## src/rtl/odd_parity_serial_tx.sv

```systemverilog
// ---------------------------------------------------------------------------
// odd_parity_serial_tx
//
// Serial transmitter that frames a parallel word as:
//   start (0) | data bits LSB first | odd parity bit | stop (1)
// Each serial bit lasts `divisor` clk cycles. The line idles high.
//
// Parameters:
//   width    - data bits per frame (>= 1)
//   divisor  - clk cycles per serial bit (>= 2)
//
// Ports:
//   clk      - single clock, all state changes on its rising edge
//   rst      - synchronous, active-high reset
//   i_data   - parallel word to transmit
//   i_valid  - i_data is presented for transmission
//   i_inject - (only with ODD_PARITY_SERIAL_TX_INJECT_EN) invert the parity
//              bit of the word accepted in the same cycle
//   o_ready  - block can accept a word this cycle (IDLE only)
//   o_tx     - registered serial line output, idle high
//   o_busy   - a frame is in progress (inverse of o_ready)
//
// Optional feature macro: ODD_PARITY_SERIAL_TX_INJECT_EN
//   When defined, adds i_inject for deliberate parity corruption. When not
//   defined, the port is absent and parity is always correct.
// ---------------------------------------------------------------------------
module odd_parity_serial_tx #(
    parameter int width   = 8,
    parameter int divisor = 16
) (
    input  logic             clk,
    input  logic             rst,
    input  logic [width-1:0] i_data,
    input  logic             i_valid,
`ifdef ODD_PARITY_SERIAL_TX_INJECT_EN
    input  logic             i_inject,
`endif
    output logic             o_ready,
    output logic             o_tx,
    output logic             o_busy
);

    // Counter widths; kept at least one bit wide for the degenerate width=1 case.
    localparam int CW = (divisor > 1) ? $clog2(divisor) : 1;
    localparam int BW = (width > 1) ? $clog2(width) : 1;

    localparam logic [CW-1:0] CNT_LAST = CW'(divisor - 1);
    localparam logic [BW-1:0] BIT_LAST = BW'(width - 1);

    typedef enum logic [2:0] {
        ST_IDLE   = 3'd0,
        ST_START  = 3'd1,
        ST_DATA   = 3'd2,
        ST_PARITY = 3'd3,
        ST_STOP   = 3'd4
    } state_t;

    // Odd parity bit: makes data plus parity hold an odd number of ones.
    function automatic logic odd_parity(input logic [width-1:0] d);
        return ~(^d);
    endfunction

    state_t            state_r;
    logic [CW-1:0]     cnt_r;     // bit-period counter, 0..divisor-1
    logic [BW-1:0]     bit_idx_r; // index of the data bit currently on the line
    logic [width-1:0]  shift_r;   // remaining data bits, next bit at [0]
    logic              par_r;     // parity bit to send, fixed at acceptance
    logic              tx_r;
    logic              ready_s;
    logic              inject_s;

`ifdef ODD_PARITY_SERIAL_TX_INJECT_EN
    assign inject_s = i_inject;
`else
    assign inject_s = 1'b0;
`endif

    // Ready is a pure decode of the state so it never depends on i_valid.
    always_comb begin
        ready_s = 1'b0;
        if (state_r == ST_IDLE) begin
            ready_s = 1'b1;
        end else begin
            ready_s = 1'b0;
        end
    end

    assign o_ready = ready_s;
    assign o_busy  = ~ready_s;
    assign o_tx    = tx_r;

    // Frame sequencer: state, counters, datapath and the registered line value.
    // tx_r is loaded with the value of the state being entered, so the line
    // changes on the same edge as the state.
    always_ff @(posedge clk) begin
        if (rst) begin
            state_r   <= ST_IDLE;
            cnt_r     <= '0;
            bit_idx_r <= '0;
            shift_r   <= '0;
            par_r     <= 1'b0;
            tx_r      <= 1'b1;
        end else begin
            case (state_r)
                ST_IDLE: begin
                    cnt_r     <= '0;
                    bit_idx_r <= '0;
                    if (i_valid) begin
                        state_r <= ST_START;
                        shift_r <= i_data;
                        par_r   <= odd_parity(i_data) ^ inject_s;
                        tx_r    <= 1'b0;
                    end else begin
                        tx_r    <= 1'b1;
                    end
                end
                ST_START: begin
                    if (cnt_r == CNT_LAST) begin
                        cnt_r     <= '0;
                        bit_idx_r <= '0;
                        state_r   <= ST_DATA;
                        tx_r      <= shift_r[0];
                        shift_r   <= shift_r >> 1;
                    end else begin
                        cnt_r     <= cnt_r + CW'(1);
                    end
                end
                ST_DATA: begin
                    if (cnt_r == CNT_LAST) begin
                        cnt_r <= '0;
                        if (bit_idx_r == BIT_LAST) begin
                            state_r <= ST_PARITY;
                            tx_r    <= par_r;
                        end else begin
                            bit_idx_r <= bit_idx_r + BW'(1);
                            tx_r      <= shift_r[0];
                            shift_r   <= shift_r >> 1;
                        end
                    end else begin
                        cnt_r <= cnt_r + CW'(1);
                    end
                end
                ST_PARITY: begin
                    if (cnt_r == CNT_LAST) begin
                        cnt_r   <= '0;
                        state_r <= ST_STOP;
                        tx_r    <= 1'b1;
                    end else begin
                        cnt_r   <= cnt_r + CW'(1);
                    end
                end
                ST_STOP: begin
                    if (cnt_r == CNT_LAST) begin
                        cnt_r   <= '0;
                        state_r <= ST_IDLE;
                        tx_r    <= 1'b1;
                    end else begin
                        cnt_r   <= cnt_r + CW'(1);
                    end
                end
                default: begin
                    state_r   <= ST_IDLE;
                    cnt_r     <= '0;
                    bit_idx_r <= '0;
                    tx_r      <= 1'b1;
                end
            endcase
        end
    end

endmodule

```

## config.mk

```make
export PLATFORM = sky130hd
export DESIGN_NAME = odd_parity_serial_tx
export DESIGN_NICKNAME = d
export VERILOG_FILES = /design/src/rtl/odd_parity_serial_tx.sv
export SDC_FILE = /design/constraint.sdc
export NUM_CORES = 1
export LEC_CHECK = 0
export ABC_AREA = 1
export ABC_CLOCK_PERIOD_IN_PS = 2200
export BUFFER_PORTS_ARGS = -buffer_cell sky130_fd_sc_hd__buf_2
export CAP_MARGIN = 10
export CORE_MARGIN = 1.5
export CORE_UTILIZATION = 55
export CTS_CLUSTER_DIAMETER = 30
export CTS_CLUSTER_SIZE = 40
export DETAILED_ROUTE_END_ITERATION = 6
export PLACE_DENSITY = 0.86
export SLEW_MARGIN = 20
export SYNTH_ARGS = -nofsm -noshare
export SYNTH_HDL_FRONTEND = slang
export SYNTH_SLANG_ARGS = --single-unit
```

## constraint.sdc

```tcl
create_clock -name clk -period 2.2 [get_ports clk]
set_clock_uncertainty 0.15 [all_clocks]
set_input_delay 0.11 -clock clk [delete_from_list [all_inputs] [get_ports clk]]
set_output_delay 0.11 -clock clk [all_outputs]
set_load 0.01 [all_outputs]
```

==> results.md, run 1 <==
Run status:
- The flow ran to the end, and the final reports show no timing, DRC or antenna violations.

Clocking:
- The clock tree from TritonCTS is done.
- At the later pin of the worst-skew pair, clock insertion delay measures 0.31 ns.
- CTS saw 20 sinks.
- The number of gates given a new drive strength after cts is 0.
- After clock tree synthesis, the flow added hold-fix buffers numbering 2.
- The master cell of the clock root buffer is sky130_fd_sc_hd__clkbuf_4.
- The post-CTS setup buffer count is 0.
- The H-tree depth is 1.
- The maximum clock insertion buffer count is 2.
- The register clock-pin slew on the reported worst setup and hold paths is 0.12 ns.
- The number of CTS-inserted buffers is 3.

Cells and area:
- The finished layout holds 256 standard cells, fillers aside.
- The area growth from synthesis to layout is 9.93%.
- The layout cell share with drive strength beyond 1 is 17.1%.
- The fill cell instance count of the final layout is 207.
- Once layout is done, the placed cells without fillers occupy 1480 sq um.
- For this run, the post-layout net count is 244.
- The number of inserted diodes is 0.

Worst setup path:
- The reg-to-reg critical path startpoint is bit_idx_r[0].
- Counting buffers and inverters, the worst setup path is 7 cells deep.
- The worst reg2reg path endpoint is shift_r[7].
- By startpoint and endpoint, the worst setup path is classified as reg2reg.
- The category of the worst setup path launch point is a flip-flop.
- Data on the critical path is required at its endpoint by 2.26 ns.
- The cell that appears most often on the critical path is sky130_fd_sc_hd__ha_1.
- Data on the critical path arrives at its endpoint at 2.12 ns.
- Broken down by cell family, the worst path's largest delay share belongs to buffers and inverters.
- The worst setup path is captured at a flip-flop.
- The signal on the critical path passes through ha_1 > ha_1 > nand3_1 > nand3_2 > o21ai_0 > a21oi_1 > dlygate4sd3_1.
- Together, buffers and inverters on the worst path number 1.
- The flop-to-flop setup slack is 0.14 ns.
- For this run, the slowest stage of the critical path takes 0.56 ns.
- The number of cells on the worst reg-to-reg path is 7.
- The maximum net fanout on the critical path is 2.
- On the critical path, the stage with the largest delay is an instance of sky130_fd_sc_hd__dlygate4sd3_1.

Drt:
- The wire length after detailed routing is 2580 um.
- The average via count per standard cell is 4.92.
- The via count is 1260.
- The violation count after the first detailed-routing iteration is 23.
- After detailed routing, the average wire length per cell comes to 10.1 um.
- The post-detailed-route count of antenna-violating nets is 0.
- The remaining design rule violation count is 0.
- The iteration count of the initial detailed-routing pass is 4.

Synthesis:
- Yosys printed 0 warnings.
- The synthesized instance count is 214.
- sky130_fd_sc_hd__dfxtp_1 takes more of the synthesized area than any other cell.
- The mean instance size in the synthesized netlist is 6.30 sq um.
- By count the netlist is led by 76 x sky130_fd_sc_hd__nand2_1, 25 x sky130_fd_sc_hd__inv_1, 25 x sky130_fd_sc_hd__nor2_1.
- The count of distinct cell types in the synthesized netlist is 25.
- The area of the mapped netlist is 1350 sq um.
- Synthesis inferred 20 register bits.
- The number of synthesized flops with an enable pin is 0.
- For this run, asynchronously set or reset flops after synthesis account for 0%.
- Ranked by total cell area, the synthesized netlist is headed by sky130_fd_sc_hd__dfxtp_1 30%, sky130_fd_sc_hd__nand2_1 21%, sky130_fd_sc_hd__inv_1 7.0%.
- Synthesis produced a netlist with a net count of 229.
- The sequential cell area fraction in the yosys report is 29.7%.
- The leading cell type by number of instances after synthesis is sky130_fd_sc_hd__nand2_1.
- In the synthesized netlist the dominant register cell turns out to be sky130_fd_sc_hd__dfxtp_1.
- The fraction of synthesized cell area taken by the top area cell type is 29.7%.

Floorplan:
- Measured along the x axis, the die boundary spans 52.5 um.
- The placeable core region is 2250 sq um.
- The number of core rows is 17.
- For this configuration, the core starts out at a cell density of 59.8%.
- The overall die area is 2760 sq um.
- The die boundary height is 52.5 um.
- In this run the count of I/O pins placed on the die edge is 14.

Power:
- The analysis attributes to cell leakage a power of 0.811 nW.
- The total power draw is 1.76 mW.
- The worst-case IR drop observed on VDD is 0.000945 V.
- In this run the power density over the cells is 1190 nW/um^2.

Hold path:
- The end point of the worst hold path is par_r.
- Along the worst hold path, the cell count comes to 6.
- The startpoint of the tightest hold check path is i_valid.
- The min-delay analysis places its worst path in the category in2reg.

GRT:
- The number of global-route vias before repair is 1177.
- The overall track demand over capacity in global routing is 22.0%.
- For this run the aggregate overflow at the end of global routing stands at 0.
- Entering global routing, the biggest net connects 15 pins.
- The global-route wire length before repair is 4600 um.
- The number of antenna violations at the first check in global routing was 0.

STA:
- In the finished design, the share of the clock period the worst path needs comes to 93.8%.
- Counting I/O delays and the setup requirement, the final critical path takes 2.06 ns.
- Setup violations remaining at the end of the flow were counted as 0.
- Measured against its own limit, the worst slew margin works out to 68.6%.
- The total negative slack is 0 ns.
- Timing would allow up to 484 MHz.
- The slew at the pin closest to its max-slew limit is 0.471 ns.
- The count of final max-slew check failures is 0.
- Setup repair after global routing left no endpoint under its margin.
- The worst slack on hold paths is 0.0925 ns.
- The number of hold-slack violations in the final timing report is 0.

Job:
- The reported max-cap violation count is 0.

Place:
- Input and output buffers added on the ports amount to 13.
- The placer congestion estimate is 0.879.
- The cell area after placement is 1410 sq um.
- The half-perimeter wire length after detailed placement is 1870 um.
- Including well taps, the total number of placed cells is 250.
per-layer routing:
layer	vias to the layer above	wire length (um)	track usage, %
met2	14	1260	40.8
met5	-	0	0
met3	4	80	1.71
met4	0	26	7.69
met1	563	1210	26.1
li1	679	-	-
kinds of logic after synthesis:
family                     Yosys count  synth area share (%)
xor gates and xnor gates             8                  5.20
buffers and inverters               34                  11.0
DFF                                 20                  29.7
and+or+nand+nor                    139                  46.6
adders and majority gates            4                  3.71
AOI/OAI and AO/OA                    9                  3.81
flip-flops by register name (all words and copies together), names as in the netlist:
register / cells
bit_idx_r: 3
cnt_r: 4
o_tx: 1
par_r: 1
shift_r: 8
state_r: 3
cell type report:
| class | count | area (sq um) | share of cell area, % |
|---|---|---|---|
| timing repair buffer | 15 | 85.1 | 5.74 |
| tap | 28 | 35.0 | 2.36 |
| sequential | 20 | 400 | 27.0 |
| inverter | 29 | 109 | 7.35 |
| multi-input combinational | 160 | 800 | 54.0 |
| clock buffer | 3 | 22.5 | 1.52 |
| clock inverter | 1 | 30.0 | 2.03 |
tightest hold or removal path, stage by stage:
cell,delay [ns]
sky130_fd_sc_hd__buf_2,0.10
sky130_fd_sc_hd__inv_1,0.07
sky130_fd_sc_hd__nor2_1,0.08
sky130_fd_sc_hd__nand3_1,0.09
sky130_fd_sc_hd__nand2_1,0.04
sky130_fd_sc_hd__inv_1,0.04
how the worst max path moves through the flow:
stage,start,to
4_1_cts,bit_idx_r[0],shift_r[7]
5_1_grt,bit_idx_r[0],shift_r[7]
3_5_place_dp,bit_idx_r[0],shift_r[2]
2_1_floorplan,bit_idx_r[0],shift_r[4]
3_3_place_gp,bit_idx_r[0],shift_r[4]
6_report,bit_idx_r[0],shift_r[7]
through the flow:
| stage | util [%] | worst slack (ns) |
|---|---|---|
| after floorplan | - | 0.666 |
| after global placement | 62.5 | 0.548 |
| after detailed placement | 62.5 | 0.492 |
| after CTS | 65.7 | 0.150 |
| after global routing | 65.7 | 0.0332 |
| final | 65.7 | 0.136 |
power by group:
| group | internal (mW) | switching (mW) |
|---|---|---|
| Clock | 0.184 | 0.118 |
| Sequential | 0.467 | 0.0764 |
| Combinational | 0.318 | 0.598 |
| Total | 0.969 | 0.792 |
placed cells by master (no fill, tap or decap):
master	count
sky130_fd_sc_hd__nand2_1	76
sky130_fd_sc_hd__nor2_1	25
sky130_fd_sc_hd__inv_1	25
sky130_fd_sc_hd__dfxtp_1	20
sky130_fd_sc_hd__nand3_1	17
sky130_fd_sc_hd__buf_2	13
sky130_fd_sc_hd__nor2_2	6
sky130_fd_sc_hd__a21oi_1	6
sky130_fd_sc_hd__inv_2	4
sky130_fd_sc_hd__nand2_2	4
sky130_fd_sc_hd__xor2_1	4
sky130_fd_sc_hd__xnor2_1	4
sky130_fd_sc_hd__ha_1	4
sky130_fd_sc_hd__nand3_2	3
sky130_fd_sc_hd__clkbuf_4	3
sky130_fd_sc_hd__nor2_4	2
sky130_fd_sc_hd__nand2_4	2
sky130_fd_sc_hd__nand3b_1	2
sky130_fd_sc_hd__dlygate4sd3_1	2
sky130_fd_sc_hd__o21ai_2	1
sky130_fd_sc_hd__o21ai_0	1
sky130_fd_sc_hd__o21a_1	1
sky130_fd_sc_hd__nand4_1	1
sky130_fd_sc_hd__nor3_1	1
sky130_fd_sc_hd__bufinv_16	1
(Power assumes the default switching activity.)
==> run 2: changes to the inputs <==
--- a/config.mk
+++ b/config.mk
@@ -6,10 +6,10 @@
 export NUM_CORES = 1
 export LEC_CHECK = 0
 export ABC_AREA = 1
-export ABC_CLOCK_PERIOD_IN_PS = 2200
+export ABC_CLOCK_PERIOD_IN_PS = 2400
 export BUFFER_PORTS_ARGS = -buffer_cell sky130_fd_sc_hd__buf_2
 export CAP_MARGIN = 10
-export CORE_MARGIN = 1.5
+export CORE_MARGIN = 5
 export CORE_UTILIZATION = 55
 export CTS_CLUSTER_DIAMETER = 30
 export CTS_CLUSTER_SIZE = 40
==> constraint.sdc (replaced) <==
create_clock -name clk -period 2.4 [get_ports clk]
set_clock_uncertainty 0.15 [all_clocks]
set_input_delay 0.12 -clock clk [delete_from_list [all_inputs] [get_ports clk]]
set_output_delay 0.12 -clock clk [all_outputs]
set_load 0.01 [all_outputs]
==> run 2 against run 1 <==
Against the previous run:
- global-route usage fell by 5.8 points
- register-to-register slack improved by 0.52 ns
- clock power fell by 8.9%
- maximum frequency rose by 19%
- sequential power fell by 8.7%
- sequential share of layout area barely moved
- power fell by 8.9%
- critical endpoint is now shift_r[4]
- largest cell class unchanged
- highest routed layer unchanged
==> results.md, run 2 (synthesized netlist as in run 1, its figures left out) <==
Run status:
- The flow ran to the end, and the final reports show no timing, DRC or antenna violations.

GRT:
- The maximum number of pins on one net before global-route repair is 15 (unchanged).
- The number of global-route vias before repair is 1132 (-3.8%).
- The global-route wire length before repair is 4440 um (-3.6%).
- The number of antenna violations at the first check in global routing is 0 (unchanged).
- The global-route congestion overflow total came to 0 (unchanged).
- The overall track demand over capacity in global routing is 16.2% (-5.8 points).

Cells and area:
- The final-stage net count came to 244 (unchanged).
- The layout cell share with drive strength beyond 1 is 17.1% (unchanged).
- The flip-flop and latch area is 400 sq um (unchanged).
- The post-layout instance count excluding filler cells came to 258 (+0.78%).
- The most frequent standard cell in the layout excluding fill and tap cells is sky130_fd_sc_hd__nand2_1.
- The number of inserted diodes is 0 (unchanged).
- The cell area after layout is 1480 sq um (+0.17%).
- In the final layout, the registers with the most flip-flops are shift_r (8), cnt_r (4).
- The multi-input combinational cell area was 800 sq um (unchanged).
- The register ranked first by flip-flop count is shift_r.
- The utilization of the core after routing is 61.6% (-4.1 points).
- The flip-flop count of the largest register, all copies and words added came to 8 (unchanged).
- The area growth from synthesis to layout is 10.1%.
- The fill cell instance count of the final layout is 230 (+11%).
- The library cells used most frequently in the layout, excluding fill and tap cells, are 76 x sky130_fd_sc_hd__nand2_1, 25 x sky130_fd_sc_hd__nor2_1, 25 x sky130_fd_sc_hd__inv_1, 20 x sky130_fd_sc_hd__dfxtp_1, 17 x sky130_fd_sc_hd__nand3_1.

Worst setup path:
- STA classifies the critical path startpoint as a flip-flop.
- The critical setup path kind is reg2reg.
- Traced cell by cell, the critical path runs through ha_1 > ha_1 > nand3_1 > nand3_2 > nor2_4 > nand2_1 > nand2_1 > nor2_1.
- The flop-to-flop setup slack is 0.66 ns (+0.52 ns).
- For this design, the slowest cell found on the critical path is sky130_fd_sc_hd__dfxtp_1.
- The maximum cell stage delay along the critical path is 0.33 ns (-0.23 ns).
- The worst setup path is captured at a flip-flop.
- The maximum net fanout on the critical path is 14 (+12).
- The critical path data required time is 2.47 ns (+0.21 ns).
- The critical path data arrival time is 1.81 ns (-0.31 ns).
- The number of cells on the worst reg-to-reg path was 8 (+1).

Power:
- The cell-internal power was 0.886 mW (-8.6%).
- The maximum resistive drop on vdd is 0.000706 V (-25%).
- The net load switching power is 0.718 mW (-9.4%).
- The sequential group share of total power is 31.0% (about the same).
- The leakage power of the design is 0.809 nW (-0.28%).
- The total power draw is 1.60 mW (-8.9%).
- The net switching share of the total power is 44.8% (-0.21 points).
- The total power per unit cell area is 1080 nW/um^2 (-9.1%).
- The part of the power in combinational logic is 51.9% (about the same).
- The part of the power in the clock network was 17.1% (about the same).

STA:
- The number of hold-slack violations in the final timing report came to 0 (unchanged).
- The share of the clock period used by the worst path is 72.5% (-21 points).
- The time the worst path needs with I/O delays and setup is 1.74 ns (-0.324 ns).
- The final critical-path setup slack was 0.659 ns (+0.524 ns).
- The count of final max-slew check failures was 0 (unchanged).
- The final setup violation count came to 0 (unchanged).
- The maximum clock rate is 574 MHz (+19%).
- The worst slack on hold paths is 0.0602 ns (-0.0322 ns).
- The total negative slack was 0 ns (unchanged).
- The slew at the pin closest to its max-slew limit is 0.449 ns (-0.0213 ns).
- Setup repair after global routing left no endpoint under its margin.
- The worst slew margin relative to its limit is 70.0% (+1.4 points).

Floorplan:
- The die extent in x was 59.5 um (+13%).
- The placeable core region came to 2410 sq um (+6.9%).
- The I/O pin count was 14 (unchanged).
- The starting utilization of the core area is 55.9% (-3.8 points).
- The die boundary height is 59.5 um (+13%).
- The overall die area came to 3540 sq um (+28%).
- The number of core rows is 18 (+1).

Drt:
- The via count is 1233 (-2.1%).
- The iteration count of the initial detailed-routing pass is 4 (unchanged).
- The remaining design rule violation count was 0 (unchanged).
- The post-detailed-route count of antenna-violating nets is 0 (unchanged).
- The post-detailed-route wirelength per cell was 9.76 um (-3.0%).
- The wire length after detailed routing came to 2520 um (-2.3%).
- The average via count per standard cell was 4.78 (-2.9%).
- The violation count after the first detailed-routing iteration is 31 (+35%).

Hold path:
- The instance count along the most critical hold path is 5 (-1).
- The path class of the tightest hold or removal check is in2reg.

Place:
- The half-perimeter wire length after detailed placement is 1940 um (+3.4%).
- The number of input and output port buffers inserted was 13 (unchanged).
- The total instance count after detailed placement is 252 (+0.80%).
- The cell area after placement is 1410 sq um (+0.18%).
- The post-placement worst setup slack is 0.670 ns (+0.178 ns).
- The placer congestion estimate is 0.893 (+1.6%).

Clocking:
- The number of CTS-inserted buffers came to 3 (unchanged).
- The H-tree depth was 1 (unchanged).
- The total of hold buffers inserted after clock tree synthesis is 2 (unchanged).
- The number of gates given a new drive strength after cts is 0 (unchanged).
- TritonCTS built the clock tree.
- The maximum clock insertion buffer count was 2 (unchanged).
- The master cell of the clock root buffer is sky130_fd_sc_hd__clkbuf_4.
- The TritonCTS sink count is 20 (unchanged).
- The register clock-pin slew on the reported worst setup and hold paths came to 0.11 ns (about the same).
- The later-pin clock latency in the skew report is 0.31 ns (about the same).
- The post-CTS setup buffer count is 0 (unchanged).

Job:
- The reported max-cap violation count is 0 (unchanged).
[run 2: cell counts in the layout (fill, tap and decap cells not counted)]
Identical to the previous run, type by type.
[run 2: worst paths after layout]
check	from	endpoint
max	bit_idx_r[0]	shift_r[4]
min	i_valid	shift_r[7]
max reg2reg	bit_idx_r[0]	shift_r[4]
min reg2reg	cnt_r[0]	cnt_r[0]
[run 2: final cells by class]
| type | instances | area share [%] |
|---|---|---|
| well taps | 30 | 2.53 |
| clock inverters | 1 | 2.02 |
| inverters | 29 | 7.34 |
| flip-flops and latches | 20 | 27.0 |
| clock buffers | 3 | 1.52 |
| multi-input cells | 160 | 53.9 |
| repair buffers | 15 | 5.73 |
[run 2: critical path, delay by kind of cell (launching register included)]
kind,cells,cell delay (ns)
fa+ha+maj,2,0.44
flops,1,0.33
simple gates,6,0.74
[run 2: power by group through the flow]
stage	logic, mW	registers, mW	clock network [mW]
5_1_grt	0.963	0.509	0.296
4_1_cts	0.837	0.496	0.284
3_3_place_gp	0.810	0.503	0
2_1_floorplan	0.720	0.494	0
3_5_place_dp	0.830	0.504	0
6_report	0.833	0.496	0.275
[run 2: routing by layer]
layer | global-route usage, % | wire (um)
met5 | 0 | 0
met2 | 27.8 | 1190
met4 | 8.23 | 57
met1 | 19.3 | 1160
met3 | 2.61 | 107
